$ cat src/rtl/alu_pkg.sv
// Shared decode constants and the issue-entry record for the ALU issue stage.
package alu_pkg;

  localparam logic [6:0] OPC_OP     = 7'b0110011;
  localparam logic [6:0] OPC_OPIMM  = 7'b0010011;
  localparam logic [6:0] OPC_LUI    = 7'b0110111;
  localparam logic [6:0] OPC_AUIPC  = 7'b0010111;
  localparam logic [6:0] OPC_BRANCH = 7'b1100011;

  localparam logic [2:0] F3_ADD  = 3'b000;
  localparam logic [2:0] F3_SLL  = 3'b001;
  localparam logic [2:0] F3_SLT  = 3'b010;
  localparam logic [2:0] F3_SLTU = 3'b011;
  localparam logic [2:0] F3_XOR  = 3'b100;
  localparam logic [2:0] F3_SR   = 3'b101;
  localparam logic [2:0] F3_OR   = 3'b110;
  localparam logic [2:0] F3_AND  = 3'b111;

  localparam logic [2:0] F3_BEQ  = 3'b000;
  localparam logic [2:0] F3_BNE  = 3'b001;
  localparam logic [2:0] F3_BLT  = 3'b100;
  localparam logic [2:0] F3_BGE  = 3'b101;
  localparam logic [2:0] F3_BLTU = 3'b110;
  localparam logic [2:0] F3_BGEU = 3'b111;

  localparam logic [2:0] ALU_ADD   = 3'b000;
  localparam logic [2:0] ALU_SLL   = 3'b001;
  localparam logic [2:0] ALU_SLT   = 3'b010;
  localparam logic [2:0] ALU_PASSB = 3'b011;
  localparam logic [2:0] ALU_XOR   = 3'b100;
  localparam logic [2:0] ALU_SR    = 3'b101;
  localparam logic [2:0] ALU_OR    = 3'b110;
  localparam logic [2:0] ALU_AND   = 3'b111;

  typedef struct packed {
    logic [3:0]  ctr;
    logic [31:0] a;
    logic [31:0] b;
    logic [4:0]  rd;
    logic        we;
    logic        is_branch;
    logic [2:0]  br_funct3;
    logic        illegal;
  } issue_ent_t;

  // Idle/illegal shape: pass-b of a zero operand, nothing written.
  function automatic issue_ent_t ent_idle();
    issue_ent_t e;
    e           = '0;
    e.ctr       = {1'b0, ALU_PASSB};
    return e;
  endfunction

endpackage

$ cat src/rtl/alu_decode.sv
// Combinational RV32I ALU-class decode; branch decode under ALU_ISSUE_BRANCH_EN.
module alu_decode
  import alu_pkg::*;
(
  input  logic [31:0] instr_i,
  input  logic [31:0] pc_i,
  input  logic [31:0] rs1_i,
  input  logic [31:0] rs2_i,
  output issue_ent_t  ent_o
);

  logic [6:0] opc;
  logic [2:0] f3;
  logic       unused_rs_idx;

  assign opc           = instr_i[6:0];
  assign f3            = instr_i[14:12];
  assign unused_rs_idx = ^instr_i[19:15];

  always_comb begin
    ent_o    = ent_idle();
    ent_o.rd = instr_i[11:7];
    case (opc)
      OPC_OP: begin
        ent_o.ctr = {instr_i[30] & ((f3 == F3_ADD) || (f3 == F3_SR)), f3};
        if (f3 == F3_SLTU) ent_o.ctr = {1'b1, ALU_SLT};
        ent_o.a  = rs1_i;
        ent_o.b  = rs2_i;
        ent_o.we = 1'b1;
      end
      OPC_OPIMM: begin
        // Immediate low bits already carry shamt, so shifts need no special b.
        ent_o.ctr = {instr_i[30] & (f3 == F3_SR), f3};
        if (f3 == F3_SLTU) ent_o.ctr = {1'b1, ALU_SLT};
        ent_o.a  = rs1_i;
        ent_o.b  = {{20{instr_i[31]}}, instr_i[31:20]};
        ent_o.we = 1'b1;
      end
      OPC_LUI: begin
        ent_o.ctr = {1'b0, ALU_PASSB};
        ent_o.b   = {instr_i[31:12], 12'b0};
        ent_o.we  = 1'b1;
      end
      OPC_AUIPC: begin
        ent_o.ctr = {1'b0, ALU_ADD};
        ent_o.a   = pc_i;
        ent_o.b   = {instr_i[31:12], 12'b0};
        ent_o.we  = 1'b1;
      end
`ifdef ALU_ISSUE_BRANCH_EN
      OPC_BRANCH: begin
        if (f3 == F3_BEQ || f3 == F3_BNE || f3 == F3_BLT ||
            f3 == F3_BGE || f3 == F3_BLTU || f3 == F3_BGEU) begin
          ent_o.a         = rs1_i;
          ent_o.b         = rs2_i;
          ent_o.is_branch = 1'b1;
          ent_o.br_funct3 = f3;
          if (f3 == F3_BEQ || f3 == F3_BNE)      ent_o.ctr = {1'b1, ALU_ADD};
          else if (f3 == F3_BLT || f3 == F3_BGE) ent_o.ctr = {1'b0, ALU_SLT};
          else                                   ent_o.ctr = {1'b1, ALU_SLT};
        end else begin
          ent_o.illegal = 1'b1;
        end
      end
`endif
      default: ent_o.illegal = 1'b1;
    endcase
    if (ent_o.rd == 5'd0) ent_o.we = 1'b0;
  end

endmodule

$ cat src/rtl/alu_issue.sv
// ALU issue stage: decode feeding a two-entry skid buffer with registered in_ready.
// Optional branch decode is enabled by defining ALU_ISSUE_BRANCH_EN.
module alu_issue
  import alu_pkg::*;
#(
  parameter int XLEN = 32
) (
  input  logic            clk,
  input  logic            rst_n,
  input  logic            in_valid,
  output logic            in_ready,
  input  logic [31:0]     in_instr,
  input  logic [XLEN-1:0] in_pc,
  input  logic [XLEN-1:0] in_rs1_data,
  input  logic [XLEN-1:0] in_rs2_data,
  input  logic            flush,
  output logic            out_valid,
  input  logic            out_ready,
  output logic [3:0]      out_alu_ctr,
  output logic [XLEN-1:0] out_a,
  output logic [XLEN-1:0] out_b,
  output logic [4:0]      out_rd,
  output logic            out_we,
  output logic            out_is_branch,
  output logic [2:0]      out_br_funct3,
  output logic            out_illegal
);

  issue_ent_t dec;
  issue_ent_t ent0_q, ent0_d, ent1_q, ent1_d;
  logic [1:0] cnt_q, cnt_d;
  logic       in_ready_q, in_ready_d;
  logic       acc, drn;

  alu_decode u_dec (
    .instr_i (in_instr),
    .pc_i    (in_pc),
    .rs1_i   (in_rs1_data),
    .rs2_i   (in_rs2_data),
    .ent_o   (dec)
  );

  assign acc = in_valid & in_ready_q;
  assign drn = (cnt_q != 2'd0) & out_ready;

  always_comb begin
    ent0_d = ent0_q;
    ent1_d = ent1_q;
    cnt_d  = cnt_q;
    if (flush) begin
      cnt_d = 2'd0;
    end else begin
      case (cnt_q)
        2'd0: if (acc) begin
          ent0_d = dec;
          cnt_d  = 2'd1;
        end
        2'd1: begin
          // Accept while draining refills the head directly: no bubble.
          if (acc && drn)  ent0_d = dec;
          else if (acc) begin
            ent1_d = dec;
            cnt_d  = 2'd2;
          end else if (drn) cnt_d = 2'd0;
        end
        default: if (drn) begin
          ent0_d = ent1_q;
          cnt_d  = 2'd1;
        end
      endcase
    end
    in_ready_d = (cnt_d != 2'd2);
  end

  always_ff @(posedge clk or negedge rst_n) begin
    if (!rst_n) begin
      ent0_q     <= ent_idle();
      ent1_q     <= ent_idle();
      cnt_q      <= 2'd0;
      in_ready_q <= 1'b1;
    end else begin
      ent0_q     <= ent0_d;
      ent1_q     <= ent1_d;
      cnt_q      <= cnt_d;
      in_ready_q <= in_ready_d;
    end
  end

  assign in_ready      = in_ready_q;
  assign out_valid     = (cnt_q != 2'd0);
  assign out_alu_ctr   = ent0_q.ctr;
  assign out_a         = ent0_q.a;
  assign out_b         = ent0_q.b;
  assign out_rd        = ent0_q.rd;
  assign out_we        = ent0_q.we;
  assign out_is_branch = ent0_q.is_branch;
  assign out_br_funct3 = ent0_q.br_funct3;
  assign out_illegal   = ent0_q.illegal;

endmodule
$ cat config.mk
export PLATFORM = sky130hd
export DESIGN_NAME = alu_issue
export DESIGN_NICKNAME = d
export VERILOG_FILES = /design/src/rtl/alu_pkg.sv /design/src/rtl/alu_decode.sv /design/src/rtl/alu_issue.sv
export SDC_FILE = /design/constraint.sdc
export NUM_CORES = 1
export LEC_CHECK = 0
export BUFFER_PORTS_ARGS = -buffer_cell sky130_fd_sc_hd__buf_2
export CAP_MARGIN = 10
export CORE_MARGIN = 2
export CORE_UTILIZATION = 50
export CTS_BUF_LIST = sky130_fd_sc_hd__clkbuf_8
export DETAILED_ROUTE_END_ITERATION = 16
export PLACE_DENSITY_LB_ADDON = 0.05
export SLEW_MARGIN = 25
export SYNTH_ARGS = -nofsm -noshare
export SYNTH_HDL_FRONTEND = slang
export SYNTH_SLANG_ARGS = --single-unit
$ cat constraint.sdc
create_clock -name clk -period 3.6 [get_ports clk]
set_input_delay 0.72 -clock clk [delete_from_list [all_inputs] [get_ports clk]]
set_output_delay 0.72 -clock clk [all_outputs]
set_load 0.005 [all_outputs]
==> flow_summary.yaml <==
floorplanning:
  start_util_pct: 51.33
  die-width_um: 126.2
  core_area_um2: 14530
  io_pins: 214
  die_area_um2: 15920
  fp.dieH_um: 126.2
  num_rows: 44
global_routing:
  grt_antenna_before_repair: 3
  grt_pass1_vias: 6083
  grt_start_max_net_pins: 150
  track_usage_pct: 24.00
  grt_pass1_wl_um: 30620
  gr-total-overflow: 0
synthesis:
  synth-seq-area-share_pct: 51.40
  syn_area_um2: 7461
  synth_largest_area_cell: "dfrtp_1"
  synthTopCellsByArea: "dfrtp_1 50%, nand2_1 7.0%, o31ai_1 6.5%, a22oi_1 3.2%, o21a_1 3.2%"
  synthCells: 777
  synthFlopType: "dfrtp_1"
  synth_edf_count: 0
  yosysMostFrequentCell: "dfrtp_1"
  synth_cell_types: 44
  synth_warnings: 0
  async_flop_share_pct: 100.0
  synth-seq-cells: 153
  synth_common_cells: "148 x dfrtp_1, 140 x nand2_1, 65 x o31ai_1, 45 x clkbuf_1, 42 x nor2_1"
  synth_top_area_share_pct: 49.64
  syn_avg_cell_area_um2: 9.602
layout:
  nFillCells: 1320
  nets: 1075
  layout-drive-gt1-share_pct: 28.17
  area_growth_pct: 20.09
  final_area_um2: 8960
sta:
  worst_pin_slew_ns: 0.8902
  setup_viol: 0
  fin_skew_ns: 0.006516
  final-hold-violation-count: 0
  whs_ns: 0.1827
  slew_violations: 0
  final.setup.tns_ns: 0
  setup_ws_ns: 1.305
  fmax_mhz: 435.7
  period_needed_ns: 2.295
  rsz0062_at_grt: "false"
  final_min_period_over_clock_period_pct: 63.75
  relSlewSlack_pct: 40.49
drt:
  via_per_inst: 5.580
  drc_errors: 0
  avgRoutedWirePerCell_um: 16.60
  vias: 6367
  drt-initial-drc-count: 418
  wl_um: 18940
  dr.pass1.iters: 5
  postRouteAntennaNets: 0
worst_setup_path:
  path_max_fanout: 19
  worstPathRequired_ns: 3.99
  critPathTopFamily: "simple AND/OR/NAND/NOR gates"
  end_kind: "register"
  max_stage_delay_ns: 0.70
  critPathArrivalTime_ns: 2.69
  critical_path_cell_count: 4
  ff2ff_path_depth: 4
  path_cells: "inv_1 -> nand3_1 -> o211ai_1 -> o21a_1"
  critPathKind: "reg2reg"
  crit_buf_inv: 1
  start_kind: "register"
  crit_slowest_cell: "nand3_1"
placement:
  placed_area_um2: 8543
  port-buffer-count: 209
  dp_worst_setup_slack_ns: 0.9037
  post-dp-hpwl_um: 12550
  gp_congestion: 0.7998
power:
  ir_worst_vdd_v: 0.0002364
  p_seq_share_pct: 50.0
  power_leakage_uw: 0.003948
  pwr-share-clk_pct: 33.2
  power.internal_uw: 2957
  fin_total_pwr_uw: 4026
  p_comb_share_pct: 16.8
  pwr_density_cell_nw_per_um2: 449.3
  netSwitchingPower_uw: 1069
  swShare_pct: 26.55
cts:
  cts_tree: "yes"
  clockRootBuffer: "clkbuf_8"
  cts-resized-gates: 0
  hold_buffers: 0
  clock-sinks: 153
  cts_setup_buffers: 0
  clk_pin_slew_ns: 0.08
  cts_buffer_depth: 2
  clock_latency_ns: 0.44
  numCtsBuffers: 17
  cts-htree-levels: 4
job:
  max_cap_violations: 0
worst_hold_path:
  min_path_type: "in2async"
outcome:
  status: "completed"
==> worst register-to-register path: cells and delay by family, from the launching register on <==
family | cells | cell delay, ns
simple gates | 1 | 0.71
compound gates | 2 | 0.66
flops | 1 | 0.57
buf+inv | 1 | 0.30
==> state kept, by name, indices dropped and copies added, names as in the netlist <==
| register | cells |
|---|---|
| out_we | 1 |
| out_alu_ctr | 4 |
| out_rd | 5 |
| cnt_q | 2 |
| out_a | 32 |
| in_ready | 1 |
| out_illegal | 1 |
| ent1_q | 75 |
| out_b | 32 |
==> per-stage QoR <==
step	util [%]	std cells
final	61.65	1141
after global routing	61.63	1140
after CTS	61.59	1139
after detailed placement	58.78	1107
after global placement	58.78	1107
after floorplan	-	780
==> final timing paths <==
kind / start / to / slack (ns)
setup reg to reg: cnt_q[1] / out_b[25] / 1.30
hold / removal: rst_n / ent1_q[54] / 0.18
max in group asynchronous: rst_n / ent1_q[19] / 2.48
setup / recovery: cnt_q[1] / out_b[25] / 1.30
min in group clk: ent1_q[60] / ent1_q[60] / 0.48
hold reg to reg: ent1_q[60] / ent1_q[60] / 0.48
==> power groups by stage <==
stage	Sequential [uW]	Clock, uW	Combinational (uW)
after floorplan	2040	0	334
final	2010	1340	676
after global placement	2040	0	670
after global routing	2040	1430	759
after CTS	2020	1370	686
after detailed placement	2050	0	684
==> placed cells by master (no fill, tap or decap), types with 2 or more instances in the layout <==
| master | count |
|---|---|
| o31ai_1 | 65 |
| o21ai_0 | 14 |
| or4_1 | 2 |
| or3_1 | 33 |
| nand2b_1 | 18 |
| a211oi_1 | 2 |
| or2_1 | 2 |
| a21o_1 | 2 |
| conb_1 | 4 |
| diode_2 | 2 |
| buf_2 | 208 |
| o21a_1 | 32 |
| o21ai_1 | 10 |
| nand3_1 | 2 |
| nor2_1 | 42 |
| o311ai_0 | 13 |
| and2_1 | 18 |
| buf_6 | 2 |
| mux2_2 | 6 |
| buf_12 | 3 |
| a22oi_1 | 32 |
| clkbuf_8 | 20 |
| clkinv_2 | 4 |
| bufinv_16 | 3 |
| dfrtp_1 | 147 |
| buf_4 | 7 |
| a21oi_1 | 8 |
| inv_1 | 11 |
| nor2b_2 | 2 |
| mux2i_1 | 18 |
| nand2_1 | 139 |
| nor3_1 | 5 |
| dfstp_2 | 5 |
| a31oi_1 | 36 |
| nor2b_1 | 2 |
| o211ai_1 | 20 |
| a211o_1 | 2 |
==> per-layer routing <==
metal	track usage, %	wire [um]	vias to the layer above
li1	-	-	3114
met1	32.10	8445	3058
met2	39.22	9171	177
met3	5.990	1102	16
met4	6.658	207	2
met5	0	13	-
==> cell families (layout without fill, tap and decap cells) <==
family / Yosys count / count (layout) / synth area share [%]
and+or+nand+nor: 274 / 274 / 17.14
AOI/OAI and AO/OA: 240 / 240 / 22.99
DFF: 153 / 153 / 51.40
buffers and inverters: 85 / 260 / 5.098
muxes: 24 / 24 / 3.320
other: 1 / 6 / 0.05026
==> cell type report <==
class / instances / area (um^2) / area share, %
Sequential cell: 153 / 3839 / 42.84
Antenna cell: 2 / 5.005 / 0.05586
Multi-Input combinational cell: 542 / 3272 / 36.52
Clock buffer: 20 / 275.3 / 3.072
Tap cell: 184 / 230.2 / 2.569
Timing Repair Buffer: 220 / 1176 / 13.13
Inverter: 8 / 30.03 / 0.3351
Clock inverter: 12 / 132.6 / 1.480
Power figures use the tool's default switching activity.
